**src/rtl/uart_pkg.sv**
```systemverilog
// Shared types and constants for the serial register-write receiver.
package uart_pkg;

    typedef enum logic [2:0] {
        IDLE      = 3'd0,
        START     = 3'd1,
        DATA      = 3'd2,
        STOP      = 3'd3,
        WAIT_IDLE = 3'd4
    } rx_state_t;

    localparam int   DATA_BITS   = 8;
    localparam int   WIRE_ADDR_W = 6;
    localparam logic FIRST_MARK  = 1'b0;
    localparam logic SECOND_MARK = 1'b1;

endpackage

```
**src/rtl/sync_fifo.sv**
```systemverilog
// First-word-fall-through synchronous FIFO with exact occupancy count.
module sync_fifo #(
    parameter int WIDTH = 14,
    parameter int DEPTH = 4
) (
    input  logic                     clk,
    input  logic                     rst_n,
    input  logic                     i_push,
    input  logic [WIDTH-1:0]         i_din,
    input  logic                     i_pop,
    output logic [WIDTH-1:0]         o_dout,
    output logic [$clog2(DEPTH):0]   o_level,
    output logic                     o_full,
    output logic                     o_empty
);
    localparam int PTR_W = $clog2(DEPTH);
    localparam int LVL_W = PTR_W + 1;

    logic [WIDTH-1:0] r_mem [DEPTH];
    logic [PTR_W-1:0] r_wr_ptr;
    logic [PTR_W-1:0] r_rd_ptr;
    logic [LVL_W-1:0] r_level;
    logic             w_do_pop;
    logic             w_do_push;

    // A full FIFO still accepts a push when the head leaves in the same cycle.
    assign w_do_pop  = i_pop & ~o_empty;
    assign w_do_push = i_push & (~o_full | w_do_pop);
    assign o_full    = (r_level == LVL_W'(DEPTH));
    assign o_empty   = (r_level == {LVL_W{1'b0}});
    assign o_level   = r_level;
    assign o_dout    = r_mem[r_rd_ptr];

    // Storage, pointers and occupancy; pointers wrap naturally at the power-of-two depth.
    always_ff @(posedge clk or negedge rst_n) begin
        if (!rst_n) begin
            for (int i = 0; i < DEPTH; i++) begin
                r_mem[i] <= {WIDTH{1'b0}};
            end
            r_wr_ptr <= {PTR_W{1'b0}};
            r_rd_ptr <= {PTR_W{1'b0}};
            r_level  <= {LVL_W{1'b0}};
        end else begin
            if (w_do_push) begin
                r_mem[r_wr_ptr] <= i_din;
                r_wr_ptr        <= r_wr_ptr + PTR_W'(1);
            end
            if (w_do_pop) begin
                r_rd_ptr <= r_rd_ptr + PTR_W'(1);
            end
            case ({w_do_push, w_do_pop})
                2'b10:   r_level <= r_level + LVL_W'(1);
                2'b01:   r_level <= r_level - LVL_W'(1);
                default: r_level <= r_level;
            endcase
        end
    end

endmodule

```
**src/rtl/uart_reg_rx.sv**
```systemverilog
// Oversampled UART receiver pairing two bytes into address/data register writes.
module uart_reg_rx
    import uart_pkg::*;
#(
    parameter int OVERSAMPLE = 6,
    parameter int ADDR_W     = 4,
    parameter int FIFO_DEPTH = 4
) (
    input  logic                          clk,
    input  logic                          rst_n,
    input  logic                          uart_clk,
    input  logic                          rx,
    output logic                          wr_valid,
    input  logic                          wr_ready,
    output logic [ADDR_W-1:0]             wr_addr,
    output logic [7:0]                    wr_data,
    output logic [$clog2(FIFO_DEPTH):0]   fifo_level,
    output logic                          frame_err,
    output logic                          seq_err,
    output logic                          ovf_err,
    input  logic                          err_clr
);
    localparam int         ENT_W     = ADDR_W + DATA_BITS;
    localparam logic [3:0] TICK_HALF = 4'(OVERSAMPLE / 2 - 1);
    localparam logic [3:0] TICK_FULL = 4'(OVERSAMPLE - 1);

    logic             r_sync1, r_sync2, r_prev;
    rx_state_t        r_state, w_state_nxt;
    logic [3:0]       r_tick;
    logic [2:0]       r_bit_idx;
    logic [7:0]       r_shift;
    logic [6:0]       r_hold;
    logic             r_hold_vld;
    logic             r_frame_err, r_seq_err, r_ovf_err;
    logic             w_fall, w_tick_clr, w_tick_inc, w_start_ok, w_shift_en;
    logic             w_byte_ok, w_stop_bad;
    logic             w_push, w_seq_set, w_ovf_set, w_pop;
    logic             w_fifo_full, w_fifo_empty;
    logic [ENT_W-1:0] w_push_data, w_head;

    assign w_fall = r_prev & ~r_sync2;

    // Two-flop synchroniser for the asynchronous rx pin.
    always_ff @(posedge clk or negedge rst_n) begin
        if (!rst_n) begin
            r_sync1 <= 1'b1;
            r_sync2 <= 1'b1;
        end else begin
            r_sync1 <= rx;
            r_sync2 <= r_sync1;
        end
    end

    // Receiver state register.
    always_ff @(posedge clk or negedge rst_n) begin
        if (!rst_n) begin
            r_state <= IDLE;
        end else begin
            r_state <= w_state_nxt;
        end
    end

    // Next state and per-tick strobes; nothing moves without a uart_clk tick.
    always_comb begin
        w_state_nxt = r_state;
        w_tick_clr  = 1'b0;
        w_tick_inc  = 1'b0;
        w_start_ok  = 1'b0;
        w_shift_en  = 1'b0;
        w_byte_ok   = 1'b0;
        w_stop_bad  = 1'b0;
        if (uart_clk) begin
            case (r_state)
                IDLE: begin
                    if (w_fall) begin
                        w_state_nxt = START;
                        w_tick_clr  = 1'b1;
                    end else begin
                        w_state_nxt = IDLE;
                    end
                end
                START: begin
                    if (r_tick == TICK_HALF) begin
                        w_tick_clr  = 1'b1;
                        w_start_ok  = ~r_sync2;
                        w_state_nxt = r_sync2 ? IDLE : DATA;
                    end else begin
                        w_tick_inc = 1'b1;
                    end
                end
                DATA: begin
                    if (r_tick == TICK_FULL) begin
                        w_tick_clr  = 1'b1;
                        w_shift_en  = 1'b1;
                        w_state_nxt = (r_bit_idx == 3'd7) ? STOP : DATA;
                    end else begin
                        w_tick_inc = 1'b1;
                    end
                end
                STOP: begin
                    if (r_tick == TICK_FULL) begin
                        w_tick_clr  = 1'b1;
                        w_byte_ok   = r_sync2;
                        w_stop_bad  = ~r_sync2;
                        w_state_nxt = r_sync2 ? IDLE : WAIT_IDLE;
                    end else begin
                        w_tick_inc = 1'b1;
                    end
                end
                WAIT_IDLE: begin
                    if (r_sync2) begin
                        w_state_nxt = IDLE;
                    end else begin
                        w_state_nxt = WAIT_IDLE;
                    end
                end
                default: w_state_nxt = IDLE;
            endcase
        end else begin
            w_state_nxt = r_state;
        end
    end

    // Tick counter, bit index, LSB-first shifter and edge-detect history.
    always_ff @(posedge clk or negedge rst_n) begin
        if (!rst_n) begin
            r_prev    <= 1'b1;
            r_tick    <= 4'd0;
            r_bit_idx <= 3'd0;
            r_shift   <= 8'd0;
        end else if (uart_clk) begin
            r_prev <= r_sync2;
            if (w_tick_clr) begin
                r_tick <= 4'd0;
            end else if (w_tick_inc) begin
                r_tick <= r_tick + 4'd1;
            end else begin
                r_tick <= r_tick;
            end
            if (w_shift_en) begin
                r_shift   <= {r_sync2, r_shift[7:1]};
                r_bit_idx <= r_bit_idx + 3'd1;
            end else if (w_start_ok) begin
                r_bit_idx <= 3'd0;
            end else begin
                r_bit_idx <= r_bit_idx;
            end
        end else begin
            r_prev <= r_prev;
        end
    end

    assign w_push      = w_byte_ok & (r_shift[7] == SECOND_MARK) & r_hold_vld;
    assign w_seq_set   = w_byte_ok & (r_shift[7] == SECOND_MARK) & ~r_hold_vld;
    assign w_push_data = {r_shift[ADDR_W:1], r_shift[0], r_hold};
    assign w_pop       = ~w_fifo_empty & wr_ready;
    assign w_ovf_set   = w_push & w_fifo_full & ~w_pop;

    // First-byte hold and sticky error flags; a same-cycle set beats err_clr.
    always_ff @(posedge clk or negedge rst_n) begin
        if (!rst_n) begin
            r_hold      <= 7'd0;
            r_hold_vld  <= 1'b0;
            r_frame_err <= 1'b0;
            r_seq_err   <= 1'b0;
            r_ovf_err   <= 1'b0;
        end else begin
            if (w_byte_ok && (r_shift[7] == FIRST_MARK)) begin
                r_hold     <= r_shift[6:0];
                r_hold_vld <= 1'b1;
            end else if (w_push) begin
                r_hold_vld <= 1'b0;
            end else begin
                r_hold_vld <= r_hold_vld;
            end
            r_frame_err <= w_stop_bad | (r_frame_err & ~err_clr);
            r_seq_err   <= w_seq_set  | (r_seq_err   & ~err_clr);
            r_ovf_err   <= w_ovf_set  | (r_ovf_err   & ~err_clr);
        end
    end

    sync_fifo #(
        .WIDTH (ENT_W),
        .DEPTH (FIFO_DEPTH)
    ) u_fifo (
        .clk     (clk),
        .rst_n   (rst_n),
        .i_push  (w_push),
        .i_din   (w_push_data),
        .i_pop   (w_pop),
        .o_dout  (w_head),
        .o_level (fifo_level),
        .o_full  (w_fifo_full),
        .o_empty (w_fifo_empty)
    );

    assign wr_valid             = ~w_fifo_empty;
    assign {wr_addr, wr_data}   = w_head;
    assign frame_err            = r_frame_err;
    assign seq_err              = r_seq_err;
    assign ovf_err              = r_ovf_err;

endmodule

```
**config.mk**
```make
export PLATFORM = sky130hd
export DESIGN_NAME = uart_reg_rx
export DESIGN_NICKNAME = d
export VERILOG_FILES = /design/src/rtl/uart_pkg.sv /design/src/rtl/sync_fifo.sv /design/src/rtl/uart_reg_rx.sv
export SDC_FILE = /design/constraint.sdc
export NUM_CORES = 1
export LEC_CHECK = 0
export BUFFER_PORTS_ARGS = -buffer_cell sky130_fd_sc_hd__buf_2
export CORE_ASPECT_RATIO = 0.9
export CORE_MARGIN = 2
export CORE_UTILIZATION = 58
export CTS_CLUSTER_SIZE = 25
export DETAILED_ROUTE_END_ITERATION = 12
export PLACE_DENSITY = 0.77
export RECOVER_POWER = 50
export SKIP_CTS_REPAIR_TIMING = 1
export SYNTH_ARGS = -nofsm -noshare
export SYNTH_HDL_FRONTEND = slang
export SYNTH_HIERARCHICAL = 1
export SYNTH_SLANG_ARGS = --single-unit
```
**constraint.sdc**
```tcl
create_clock -name clk -period 3.87 [get_ports clk]
set_input_delay 0 -clock clk [delete_from_list [all_inputs] [get_ports clk]]
set_output_delay 0 -clock clk [all_outputs]
set_load 0.02 [all_outputs]
```
Word-level counts from Yosys, hierarchy flattened
Cells that the tools add are included.
- add/sub/neg operators: 6
- $lt $le $gt $ge: 3
- equality and inequality tests: 13
- muxes and demuxes: 41
- bitwise gates (word level): 25
- reduce and logical (&&, ||, !) cells: 13
- operators with widths (kind ; number):
    $bwmux 48 ; 1
    $mux 12 ; 3
    $bmux 12 s2 ; 1
    $demux 12 s2 ; 1
    $mux 1 ; 22
    $mux 3 ; 6
    $pmux 3 s5 ; 1
    $and 1x1->1 ; 12
    $eq 3x3->1 const B ; 3
    $mux 4 ; 2
    $reduce_bool 2->1 ; 4
    $not 1->1 ; 7
    $add 3x1->3 const B ; 2
    $eq 3x2->1 const B ; 2
    $ge 3x3->1 const B ; 2
    $logic_not 3->1 ; 2
    $ne 2x2->1 const B ; 3
    $not 2->3 ; 2
    $pmux 3 s2 ; 1
    $reduce_and 2->1 ; 3
    $add 2x1->2 const B ; 2
    $add 4x1->4 const B ; 1
    $eq 4x2->1 const B ; 1
    $eq 4x3->1 const B ; 1
    other kinds (12) ; 16
- bits in registers: 87
- input bits: 6

Longest topological paths before layout
Gate-level depths: netlist (run 1).
- word-level depth: 9
- gate-level depth with buffers: 13

Cells and area by module
The synthesis (run 1) kept the hierarchy.
- modules (own cells, without submodules) (module ; times used ; cells each ; area an instance (µm²) ; sequential area each (µm²)):
    sync_fifo ; 1 ; 156 ; 2504.9 ; 1376.3
    uart_reg_rx ; 1 ; 118 ; 1546.5 ; 804.5

Least setup slack after synthesis (run 1)
OpenSTA, ideal clock, no wires.
- path type: register to register
- start: register u_fifo.r_level[0], in the netlist u_fifo/o_level[0]
- end: register u_fifo.r_level[2], in the netlist u_fifo/o_level[2]
- library setup time: 0.080 ns
- arrival: 2.347 ns
- slack: 1.443 ns
- cell stages (with the launch flop): 11
- buffers on the path: 0
- period minus slack after synthesis: 2.427 ns
- cells stage by stage: dfrtp_1 -> nor3_1 -> nor2b_1 -> nor4b_4 -> nand2b_1 -> ha_1 -> inv_1 -> fa_1 -> xor2_1 -> nor2_1 -> xor2_1
- word-level cells in the longest chain between the ends: 8
- elaborated cells on any way between the ends: 14
- those cells by class: add/sub (2); eq/ne (3); mux (1); bitwise (6); reduce/logical (2)
- RTL lines (what ; RTL line ; source):
    from (decl) ; sync_fifo.sv:22 ; logic [LVL_W-1:0] r_level;
    from (signal assigned) ; sync_fifo.sv:42 ; r_level <= {LVL_W{1'b0}};
    from (signal assigned) ; sync_fifo.sv:52 ; 2'b10: r_level <= r_level + LVL_W'(1);
    from (signal assigned) ; sync_fifo.sv:53 ; 2'b01: r_level <= r_level - LVL_W'(1);
    $logic_not 3->1 * ; sync_fifo.sv:30 ; assign o_empty = (r_level == {LVL_W{1'b0}});
    named net w_fifo_empty ; uart_reg_rx.sv:38 ; logic w_fifo_full, w_fifo_empty;
    $not 1->1 * ; uart_reg_rx.sv:156 ; assign w_pop = ~w_fifo_empty & wr_ready;
    $and 1x1->1 * ; uart_reg_rx.sv:156 ;
    named net w_pop ; uart_reg_rx.sv:37 ; logic w_push, w_seq_set, w_ovf_set, w_pop;
    $and 1x1->1 * ; sync_fifo.sv:27 ; assign w_do_pop = i_pop & ~o_empty;
    $or 1x1->1 ; sync_fifo.sv:28 ; assign w_do_push = i_push & (~o_full | w_do_pop);
    $and 1x1->1 ; sync_fifo.sv:28 ;
    $eq 2x1->1 / $eq 2x2->1 (equally long branches) ; sync_fifo.sv:51 ; case ({w_do_push, w_do_pop})
    $pmux 3 s2 / $reduce_bool 2->1 (equally long branches) ; n/a ;
Mark *: on every way through the listed nets, which the timed path passes. The rest lies on a longest branch.
A chain may end at the register's enable or synchronous reset.

Worst setup path in the final report (run 1)
- start: register r_tick[1]
- end: register u_fifo.r_level[2], in the netlist u_fifo/o_level[2]
- word-level cells in the longest chain between the ends: 9
- elaborated cells on any way between the ends: 11
- those cells by class: eq/ne (3); mux (4); bitwise (3); reduce/logical (1)
- RTL lines (what ; RTL line ; source):
    from (decl) ; uart_reg_rx.sv:29 ; logic [3:0] r_tick;
    from (signal assigned) ; uart_reg_rx.sv:136 ; r_tick <= r_tick + 4'd1;
    from (signal assigned) ; uart_reg_rx.sv:138 ; r_tick <= r_tick;
    $eq 4x3->1 * ; uart_reg_rx.sv:101 ; if (r_tick == TICK_FULL) begin
    $mux 1 * ; uart_reg_rx.sv:101 ;
    $mux 1 * ; uart_reg_rx.sv:73 ; case (r_state)
    $mux 1 * ; uart_reg_rx.sv:72 ; if (uart_clk) begin
    $and 1x1->1 * (2 in a row) ; uart_reg_rx.sv:153 ; assign w_push = w_byte_ok & (r_shift[7] == SECOND_MARK) & r_hold_vld;
    named net w_push ; uart_reg_rx.sv:37 ;
    $and 1x1->1 * ; sync_fifo.sv:28 ;
    $eq 2x1->1 / $eq 2x2->1 (equally long branches) ; sync_fifo.sv:51 ;
    $pmux 3 s2 / $reduce_bool 2->1 (equally long branches) ; n/a ;
    to (signal assigned) ; sync_fifo.sv:52 ;
    to (signal assigned) ; sync_fifo.sv:53 ;
    to (signal assigned) ; sync_fifo.sv:54 ; default: r_level <= r_level;
Marked as above.

==> metrics.md, run 1 <==
| Metric | Value |
|---|---|
| Setup slack after layout | 1.07 ns |
| Synth top cells by count | dfrtp_1 (84), mux2_2 (58), inv_1 (13), nand2_1 (13), mux4_2 (12) |
| Fin Setup TNS | 0 ns |
| Count of cell types in the netlist | 47 |
| Clock buffer count from CTS | 9 |
| Gate Count Post-Synth | 274 |
| Multi-input logic area | 1740 sq um |
| Count leader, synth | dfrtp_1 |
| Yosys reg bits | 87 |
| Pwr Density | 473 nW/um^2 |
| Violated checks | capacitance limit, slew limit |
| Fin util | between 60% and 70% |
| Met3 routed WL | 208 um |
| Register area | between 2000 and 2500 sq um |
| First drt pass iteration count | 4 |
| Root Driver | clkbuf_8 |
| Max Cap Viol | 1 |
| CP cell instances | inv_1, ha_1, and4b_1, nand4_4, nor2_1, nand2b_1, ha_1, inv_1, fa_1, xor2_1, nor2_1, xor2_1 |
| Sequential share of the synthesized area | between 50 and 60% |
| Slew Limit Fails | 88 |
| Worst-path clk slew | 0.09 ns |
| Max layer used | met4 |
| Critical path fanouts, max | 8 |
| Filler cells | around 470 |
| Placer Congestion | 0.842 |
| Top-Level Pins | 25 |
| Metal2 WL | 3370 um |
| Wl on met1 | 3180 um |
| Nets | between 300 and 400 |
| Starting Density | between 60% and 70% |
| Number of global-route vias before repair | 2353 |
| Worst hold path type | input pin to register |
| Post-synth top area share | 51.9% |
| Post-synthesis average cell area | roughly 15 sq um |
| First-pass GRT wire length | 11900 um |
| Drt drc | 0 |
| Clk buf depth | 2 |
| Rel. slew slack | -38.5% |
| Post-route ant nets | 0 |
| Fin crit share | between 70% and 80% |
| Share of cells above drive strength 1 | 39.7% |
| Syn nets | 291 |
| Ys async rst share | 100% |
| Area Growth Syn to Fin | 10.9% |
| Crit start category | register |
| Total Wirelength | ~6800 um |
| Synthesized cell area | 4050 sq um |
| Later-pin clock latency in the skew report | roughly 0.35 ns |
| Placeable Area | 6660 sq um |
| Drt wl/cell | 16.9 um |
| Setup Skew | 0.0125 ns |
| Final worst path period need | approximately 2.8 ns |
| Iteration-0 DRC Markers | 121 |
| Worst path bufs/invs | 2 |
| Arr. time, crit path | 3.03 ns |
| Finished Layout Cells | 402 |
| Unrepaired setup endpoints after global routing | no |
| Tot GR Track Use | between 10% and 20% |
| EDFF count, synth | 0 |
| Worst-margin pin slew | 2.08 ns |
| Diode count | 0 |
| Width of the die | about 92 um |
| Family with the most delay on the worst path | simple AND/OR/NAND/NOR gates |
| Vias per cell | 5.58 |
| # H-tree levels | 3 |
| TritonCTS Sinks | 87 |
| Top achievable clock speed | between 0.3 and 0.4 GHz |
| Main area contributors after synthesis | dfrtp_1 (52%), mux2_2 (16%), mux4_2 (6.7%), ha_1 (3.1%), mux2_4 (2.6%) |
| Port bufs | 24 |
| DP HPWL | 4360 um |
| Die Height | 83.3 um |
| CP required | 4.10 ns |
| Row cnt | 28 |
| Final hold violations | 0 |
| Leak Pwr | 2.21 nW |
| Max VDD drop | between 0.4 and 0.5 mV |
| Die ar. | 7670 sq um |
| CTS tree | yes |
| Total gr overflow | 0 |
| Largest net degree at the start of global routing | 88 |
| Crit path max-delay cell type | and4b_1 |
| Most area-hungry cell type in the Yosys netlist | dfrtp_1 |
| Dpl ws | 1.12 ns |
| Initial antenna violation count | 0 |
| Ys Warns | 6 |
| Placed instance count | 382 |
| Primary FF master, synth | dfrtp_1 |
| Via Count | 2243 |
| Slowest stage delay, CP | 0.45 ns |
| Setup violators final | 0 |
| Status | finished, violations left |
| Setup CP Type | register to register |
| CP endpoint kind | register |
-- cells in the final DEF, fill, tap and decap left out, types with 4 or more instances in the layout --
cell type / count
dlygate4sd3_1: 4
dfrtp_1: 84
xnor2_1: 5
nand2_1: 13
buf_4: 4
mux2_2: 58
inv_1: 13
ha_1: 10
clkbuf_8: 9
clkbuf_1: 6
mux2_4: 7
nor3_1: 4
buf_2: 17
nor2b_1: 4
nor2_1: 9
mux4_2: 12
-- final timing paths --
check / from / endpoint / slack [ns] / depth (start not counted)
max in group asynchronous: rst_n / u_fifo/o_level[1] / 1.87 / 2
min in group asynchronous: rst_n / u_fifo/r_mem[39] / 0.79 / 2
worst min register to register: r_sync1 / r_sync2 / 0.37 / 0
worst max register to register: r_tick[1] / u_fifo/o_level[2] / 1.07 / 12
worst max-delay path: r_tick[1] / u_fifo/o_level[2] / 1.07 / 12
worst min-delay path: wr_ready / ovf_err / 0.15 / 3
-- report_power, final --
part	switching, mW	leakage [nW]	internal (mW)	total (mW)
clock	0.330	0.117	0.374	0.703
sequential	0.142	1.18	0.959	1.10
combinational	0.158	0.909	0.164	0.322
total	0.629	2.21	1.50	2.13
-- state kept, by name (all words and copies together) (netlist names) --
register	cells
r_bit_idx	3
r_hold_vld	1
frame_err	1
u_fifo/r_wr_ptr	2
r_hold	7
r_prev	1
u_fifo/o_level	3
r_shift	8
r_tick	4
u_fifo/r_rd_ptr	2
ovf_err	1
r_sync2	1
u_fifo/r_mem	48
r_state	3
seq_err	1
r_sync1	1
-- cells by family (layout without fill, tap and decap cells) --
logic type | after synthesis | in the layout | synth area share, %
compound gates | 16 | 16 | 3.15
xor+xnor | 8 | 8 | 1.73
fa+ha+maj | 11 | 11 | 3.58
buf+inv | 23 | 61 | 3.21
flops | 87 | 87 | 53.8
mux | 80 | 80 | 26.1
simple gates | 49 | 49 | 8.37
-- cell type report --
class / count / area share (%)
multi-input combinational: 164 / 38.7
clock buffer: 9 / 2.76
tap: 90 / 2.51
sequential: 87 / 48.5
timing repair buffer: 32 / 4.06
clock inverter: 7 / 2.34
inverter: 13 / 1.09
-- through the flow --
stage	hold WS, ns	power [mW]	area, sq um
floorplan	-0.296	1.34	4050
global placement	0.106	1.43	4240
detailed placement	0.107	1.45	4240
CTS	-0.280	2.15	4460
global route	0.153	2.24	4490
finish	0.146	2.13	4490
-- worst register-to-register path: stages (launching register included) --
cell and delay, ns:
dfrtp_1 0.43, inv_1 0.10, ha_1 0.18, and4b_1 0.45
nand4_4 0.22, nor2_1 0.29, nand2b_1 0.17, ha_1 0.24
inv_1 0.08, fa_1 0.18, xor2_1 0.14, nor2_1 0.06
xor2_1 0.13
-- per-layer routing --
metal | vias up | track usage, %
met3 | 2 | 4.90
met1 | 1152 | 27.1
met5 | - | 0
met4 | 0 | 6.11
met2 | 39 | 31.4
li1 | 1050 | -
No activity file was read; power rests on OpenSTA's default activity.
==> run 2: changes to the inputs <==
clock period = 2.9 ns   (was 3.87 ns; I/O delays follow)
==> run 2 against run 1 <==
Net effect:
- clock skew about the same
- largest power group unchanged
- largest cell class unchanged
- clock power up 18%
- first-iteration DRC count increased by 12%
- critical path type unchanged
- the flow still finishes with violations (capacitance limit, slew limit)
- non-clock buffer count rose by 1
- sequential share of layout area is 0.30 points higher
- global-route usage increased by 0.086 points
- final area decreased by 0.61%
- cell count unchanged
==> metrics.md, run 2 (synthesis gave the netlist of run 1 again) <==
| Metric | Value |
|---|---|
| Placeable Area | 6660 sq um (unchanged) |
| Top reg by flops | u_fifo/r_mem |
| Die Height | 83.3 um (unchanged) |
| Worst hold path type | input pin to register |
| Later-pin clock latency in the skew report | 0.36 ns (about the same) |
| Share of cells above drive strength 1 | 39.7% (unchanged) |
| Die ar. | 7670 sq um (unchanged) |
| Busiest layer in global routing | met2 |
| Met3 GRT Util | 5.44% (+0.54 points) |
| Final worst path period need | 2.57 ns (-0.236 ns) |
| First drt pass iteration count | 4 (unchanged) |
| Setup CP Type | register to register |
| Initial antenna violation count | 0 (unchanged) |
| Clk buf depth | 2 (unchanged) |
| Setup violators final | 0 (unchanged) |
| Max reg flops | 48 (unchanged) |
| Status | finished, violations left |
| Commonest non-fill, non-tap cell in the layout | dfrtp_1 |
| # H-tree levels | 3 (unchanged) |
| Number of global-route vias before repair | 2432 (+3.4%) |
| Commonest cells after routing, fill and taps aside | dfrtp_1 (84), mux2_2 (58), buf_2 (17) |
| Fin Setup TNS | 0 ns (unchanged) |
| Routing usage on met1 | 26.8% (-0.32 points) |
| CTS tree | yes |
| Top-Level Pins | 25 (unchanged) |
| Slew Limit Fails | 88 (unchanged) |
| Nets | 325 (+0.31%) |
| Met2 Use GR | 32.3% (+0.87 points) |
| Total Wirelength | 6770 um (-0.32%) |
| Top achievable clock speed | 0.390 GHz (+9.2%) |
| Width of the die | 92.1 um (unchanged) |
| Crit start category | register |
| Clock buffer count from CTS | 9 (unchanged) |
| Fin util | 67.1% (-0.41 points) |
| Total gr overflow | 0 (unchanged) |
| Post-route ant nets | 0 (unchanged) |
| Fin crit share | 88.5% (+16 points) |
| Max Cap Viol | 1 (unchanged) |
| Area Growth Syn to Fin | 10.3% |
| Largest net degree at the start of global routing | 88 (unchanged) |
| Post-layout power | 2.72 mW (+28%) |
| Violated checks | capacitance limit, slew limit |
| Drt drc | 0 (unchanged) |
| Iteration-0 DRC Markers | 135 (+12%) |
| Tot GR Track Use | 19.9% (+0.086 points) |
| Reg2reg path depth | 12 (unchanged) |
| Worst-margin pin slew | 2.09 ns (+0.0163 ns) |
| CP required | 3.13 ns (-0.97 ns) |
| Unrepaired setup endpoints after global routing | no |
| Filler cells | 497 (+6.7%) |
| Worst-path clk slew | 0.08 ns (about the same) |
| Top Registers | u_fifo/r_mem x48, r_shift x8, r_hold x7 |
| Vias per cell | 5.60 (+0.31%) |
| TritonCTS Sinks | 87 (unchanged) |
| Max VDD drop | 0.499 mV (+21%) |
| Arr. time, crit path | 2.80 ns (-0.23 ns) |
| Setup Skew | 0.0124 ns (-0.000130 ns) |
| Rel. slew slack | -39.6% (-1.1 points) |
| DP HPWL | 4440 um (+1.9%) |
| Placer Congestion | 0.782 (-7.1%) |
| First-pass GRT wire length | 12000 um (+1.2%) |
| Critical path fanouts, max | 5 (-3) |
| Final hold violations | 0 (unchanged) |
| Diode count | 0 (unchanged) |
| CP endpoint kind | register |
| Worst Hold Path Cells | 3 (unchanged) |
| Starting Density | 60.9% (unchanged) |
| Row cnt | 28 (unchanged) |
| Leak Pwr | 2.18 nW (-1.1%) |
| Drt wl/cell | 16.8 um (-0.32%) |
| Pwr Density | 610 nW/um^2 (+29%) |
| Root Driver | clkbuf_8 |
| Port bufs | 24 (unchanged) |
| Via Count | 2250 (+0.31%) |
run 2: cell types whose count changed in the layout (fill, tap and decap cells not counted), sizes merged:
cell and change:
buf +1, bufinv -1, clkinv -3, clkinvlp +3
run 2: final cells by class:
type	instances	area [sq um]	area share [%]
Clock inverter	6	70.1	1.57
Timing Repair Buffer	33	190	4.26
Sequential cell	87	2180	48.8
Clock buffer	9	124	2.77
Multi-Input combinational cell	164	1740	39.0
Inverter	13	48.8	1.09
Tap cell	90	113	2.52
run 2: final timing paths:
check,startpoint,endpoint,slack [ns]
max in group asynchronous,rst_n,u_fifo/r_mem[17],0.89
worst max-delay path,r_tick[1],u_fifo/o_level[2],0.33
worst max register to register,r_tick[1],u_fifo/o_level[2],0.33
worst min-delay path,wr_ready,ovf_err,0.19
worst min register to register,r_sync1,r_sync2,0.36
min in group asynchronous,rst_n,u_fifo/r_mem[15],0.78
run 2: layer usage:
layer  share of wire [%]  up-vias
met5                   0        -
met4                0.89        0
met3                 2.9        8
met2                  50       33
met1                  46     1153
li1                    -     1056
run 2: power breakdown:
part           total (mW)  switching [mW]  internal [mW]
registers            1.47           0.187           1.28
clock network       0.833           0.434          0.399
logic               0.424           0.207          0.218
run 2: critical path: stages (launching register included):
cell and delay (ns):
dfrtp_1 0.41, inv_1 0.09, ha_1 0.18, and4b_1 0.27, nand4_4 0.18, nor2_1 0.30, nand2b_1 0.17, ha_1 0.24
inv_1 0.07, fa_1 0.17, xor2_1 0.15, nor2_1 0.06, xor2_1 0.13
run 2: metrics by stage:
stage	instance area, sq um	setup slack, ns	hold WS, ns	instances
after floorplan	4050	0.473	-0.296	274
after global placement	4240	0.438	0.105	383
after detailed placement	4240	0.349	0.106	383
after CTS	4440	0.312	-0.275	398
after global routing	4470	0.0342	0.207	402
final	4470	0.333	0.189	402
==> run 3: changes to the inputs <==
REMOVE_ABC_BUFFERS = 1   (was not set)
==> run 3 against run 2 <==
Net effect:
- the flow still finishes with violations (capacitance limit, slew limit)
- non-clock buffer count up 3
- register-to-register slack worse by 0.05 ns
- sequential cell count unchanged
- combinational power increased by 7.3%
- setup slack lost 0.051 ns
- core utilization stayed put
- via count up 2.6%
- clock skew rose by 0.0019 ns
- final area unchanged
- sequential power is essentially flat
- worst hold slack got worse by 0.036 ns
- cell count increased by 1.0%
==> metrics.md, run 3 (synthesis gave the netlist of run 1 again) <==
| Metric | Value |
|---|---|
| Status | finished, violations left |
| Violated checks | capacitance limit, slew limit |
| Multi-input logic area | 1740 sq um (+0.14%) |
| Worst-path clk slew | 0.08 ns (about the same) |
| Max reg flops | 48 (unchanged) |
| Gate power share | 16.9% (+1.3 points) |
| Total Wirelength | 7190 um (+6.2%) |
| Filler cells | 500 (+0.60%) |
| Crit path max-delay cell type | dfrtp_1 |
| Worst reg-to-reg setup slack | 0.28 ns (-0.05 ns) |
| Top reg by flops | u_fifo/r_mem |
| Share of cells above drive strength 1 | 39.6% (-0.19 points) |
| Max Cap Viol | 1 (unchanged) |
| Final hold violations | 0 (unchanged) |
| Later-pin clock latency in the skew report | 0.35 ns (about the same) |
| Critical path fanouts, max | 6 (+1) |
| Clock network power share | 28.4% (-2.2 points) |
| Total gr overflow | 0 (unchanged) |
| Setup violators final | 0 (unchanged) |
| CP required | 3.17 ns (+0.04 ns) |
| Vias per cell | 5.69 (+1.6%) |
| Setup CP Type | register to register |
| Width of the die | 92.1 um (unchanged) |
| Top Registers | u_fifo/r_mem x48, r_shift x8, r_hold x7 |
| Family with the most delay on the worst path | simple AND/OR/NAND/NOR gates |
| Via Count | 2309 (+2.6%) |
| Slowest stage delay, CP | 0.47 ns (+0.06 ns) |
| Worst-margin pin slew | 1.51 ns (-0.581 ns) |
| Final worst path period need | 2.62 ns (+0.0506 ns) |
| Top-Level Pins | 25 (unchanged) |
| Max VDD drop | 0.465 mV (-6.8%) |
| Post-route ant nets | 0 (unchanged) |
| Rel. slew slack | -0.852% (+39 points) |
| Starting Density | 60.9% (unchanged) |
| Tot GR Track Use | 20.6% (+0.71 points) |
| Die ar. | 7670 sq um (unchanged) |
| Sw frac | 31.3% (+0.92 points) |
| Arr. time, crit path | 2.89 ns (+0.09 ns) |
| Commonest cells after routing, fill and taps aside | dfrtp_1 (84), mux2_2 (58), buf_2 (17) |
| Fin Setup TNS | 0 ns (unchanged) |
| Largest net degree at the start of global routing | 64 (-27%) |
| DP HPWL | 4560 um (+2.7%) |
| Drt drc | 0 (unchanged) |
| Row cnt | 28 (unchanged) |
| First-pass GRT wire length | 12200 um (+1.6%) |
| CTS tree | yes |
| Register area | 2180 sq um (unchanged) |
| Top achievable clock speed | 0.382 GHz (-1.9%) |
| Worst path most repeated cell | xor2_1 |
| Port bufs | 24 (unchanged) |
| Leak Pwr | 2.18 nW (-0.11%) |
| Unrepaired setup endpoints after global routing | no |
| Placer Congestion | 0.809 (+3.5%) |
| CP endpoint kind | register |
| Setup Skew | 0.0142 ns (+0.00187 ns) |
| Worst path bufs/invs | 1 (-1) |
| Diode count | 0 (unchanged) |
| Slew Limit Fails | 64 (-27%) |
| Initial antenna violation count | 0 (unchanged) |
| Die Height | 83.3 um (unchanged) |
| TritonCTS Sinks | 87 (unchanged) |
| Int Pwr | 1.85 mW (-2.6%) |
| Iteration-0 DRC Markers | 143 (+5.9%) |
| # H-tree levels | 3 (unchanged) |
| Area Growth Syn to Fin | 10.3% (unchanged) |
| Sw Pwr | 842 uW (+1.8%) |
| Worst hold path type | input pin to register |
| Drt wl/cell | 17.7 um (+5.1%) |
| Pwr Density | 602 nW/um^2 (-1.3%) |
| First drt pass iteration count | 4 (unchanged) |
| Fin crit share | 90.3% (+1.7 points) |
| Root Driver | clkbuf_8 |
| Sequential Power Share | 54.7% (+0.8 points) |
| Nets | 328 (+0.92%) |
| Clk buf depth | 2 (unchanged) |
| Crit start category | register |
| Number of global-route vias before repair | 2381 (-2.1%) |
| Clock buffer count from CTS | 9 (unchanged) |
| Placeable Area | 6660 sq um (unchanged) |
| Commonest non-fill, non-tap cell in the layout | dfrtp_1 |
| CP cell instances | nor3_1, nor2b_1, nor4b_4, nand2b_1, ha_1, inv_1, fa_1, xor2_1, nor2_1, xor2_1 |
| Fin util | 67.1% (unchanged) |
==> run 3: worst paths after layout <==
check | startpoint | to | depth (start not counted)
max | u_fifo/o_level[0] | u_fifo/o_level[2] | 10
min | wr_ready | ovf_err | 3
max reg2reg | u_fifo/o_level[0] | u_fifo/o_level[2] | 10
min reg2reg | r_sync1 | r_sync2 | 0
max in group asynchronous | rst_n | u_fifo/r_mem[23] | 3
min in group asynchronous | rst_n | u_fifo/o_level[0] | 2
==> run 3: layout make-up <==
class / instances / share of cell area [%]
sequential: 87 / 48.8
inverter: 13 / 1.09
clock inverter: 4 / 0.700
tap: 90 / 2.52
clock buffer: 12 / 3.25
timing repair buffer: 36 / 4.59
multi-input combinational: 164 / 39.0
==> run 3: worst min-delay path: cells and delay by family <==
kind                   cells  cell delay (ns)
buffers and inverters      1             0.10
and+or+nand+nor            1             0.17
AOI/OAI and AO/OA          1             0.19
==> run 3: per-stage QoR <==
stage / instance area [sq um] / worst slack (ns) / cells / power [mW] / hold WS [ns]
2_1_floorplan: 3970 / 0.306 / 264 / 1.78 / -0.296
6_report: 4470 / 0.283 / 406 / 2.69 / 0.153
5_1_grt: 4470 / 0.0170 / 406 / 2.83 / 0.182
3_3_place_gp: 4270 / 0.419 / 386 / 1.92 / 0.105
3_5_place_dp: 4270 / 0.300 / 386 / 1.95 / 0.107
4_1_cts: 4440 / 0.244 / 402 / 2.71 / -0.259
==> run 3: power by group through the flow <==
stage               sequential, mW  combinational [mW]  clock [mW]
floorplan                     1.47               0.305           0
global placement              1.49               0.438           0
detailed placement            1.50               0.453           0
CTS                           1.47               0.460       0.773
global route                  1.49               0.505       0.827
finish                        1.47               0.455       0.764
==> run 3: routing by layer <==
| metal | share of wire, % | GRT usage, % | vias up |
|---|---|---|---|
| met5 | 0 | 0 | - |
| met4 | 1.6 | 7.46 | 0 |
| met3 | 3.1 | 3.27 | 10 |
| met2 | 49 | 31.6 | 42 |
| met1 | 46 | 30.1 | 1191 |
| li1 | - | - | 1066 |
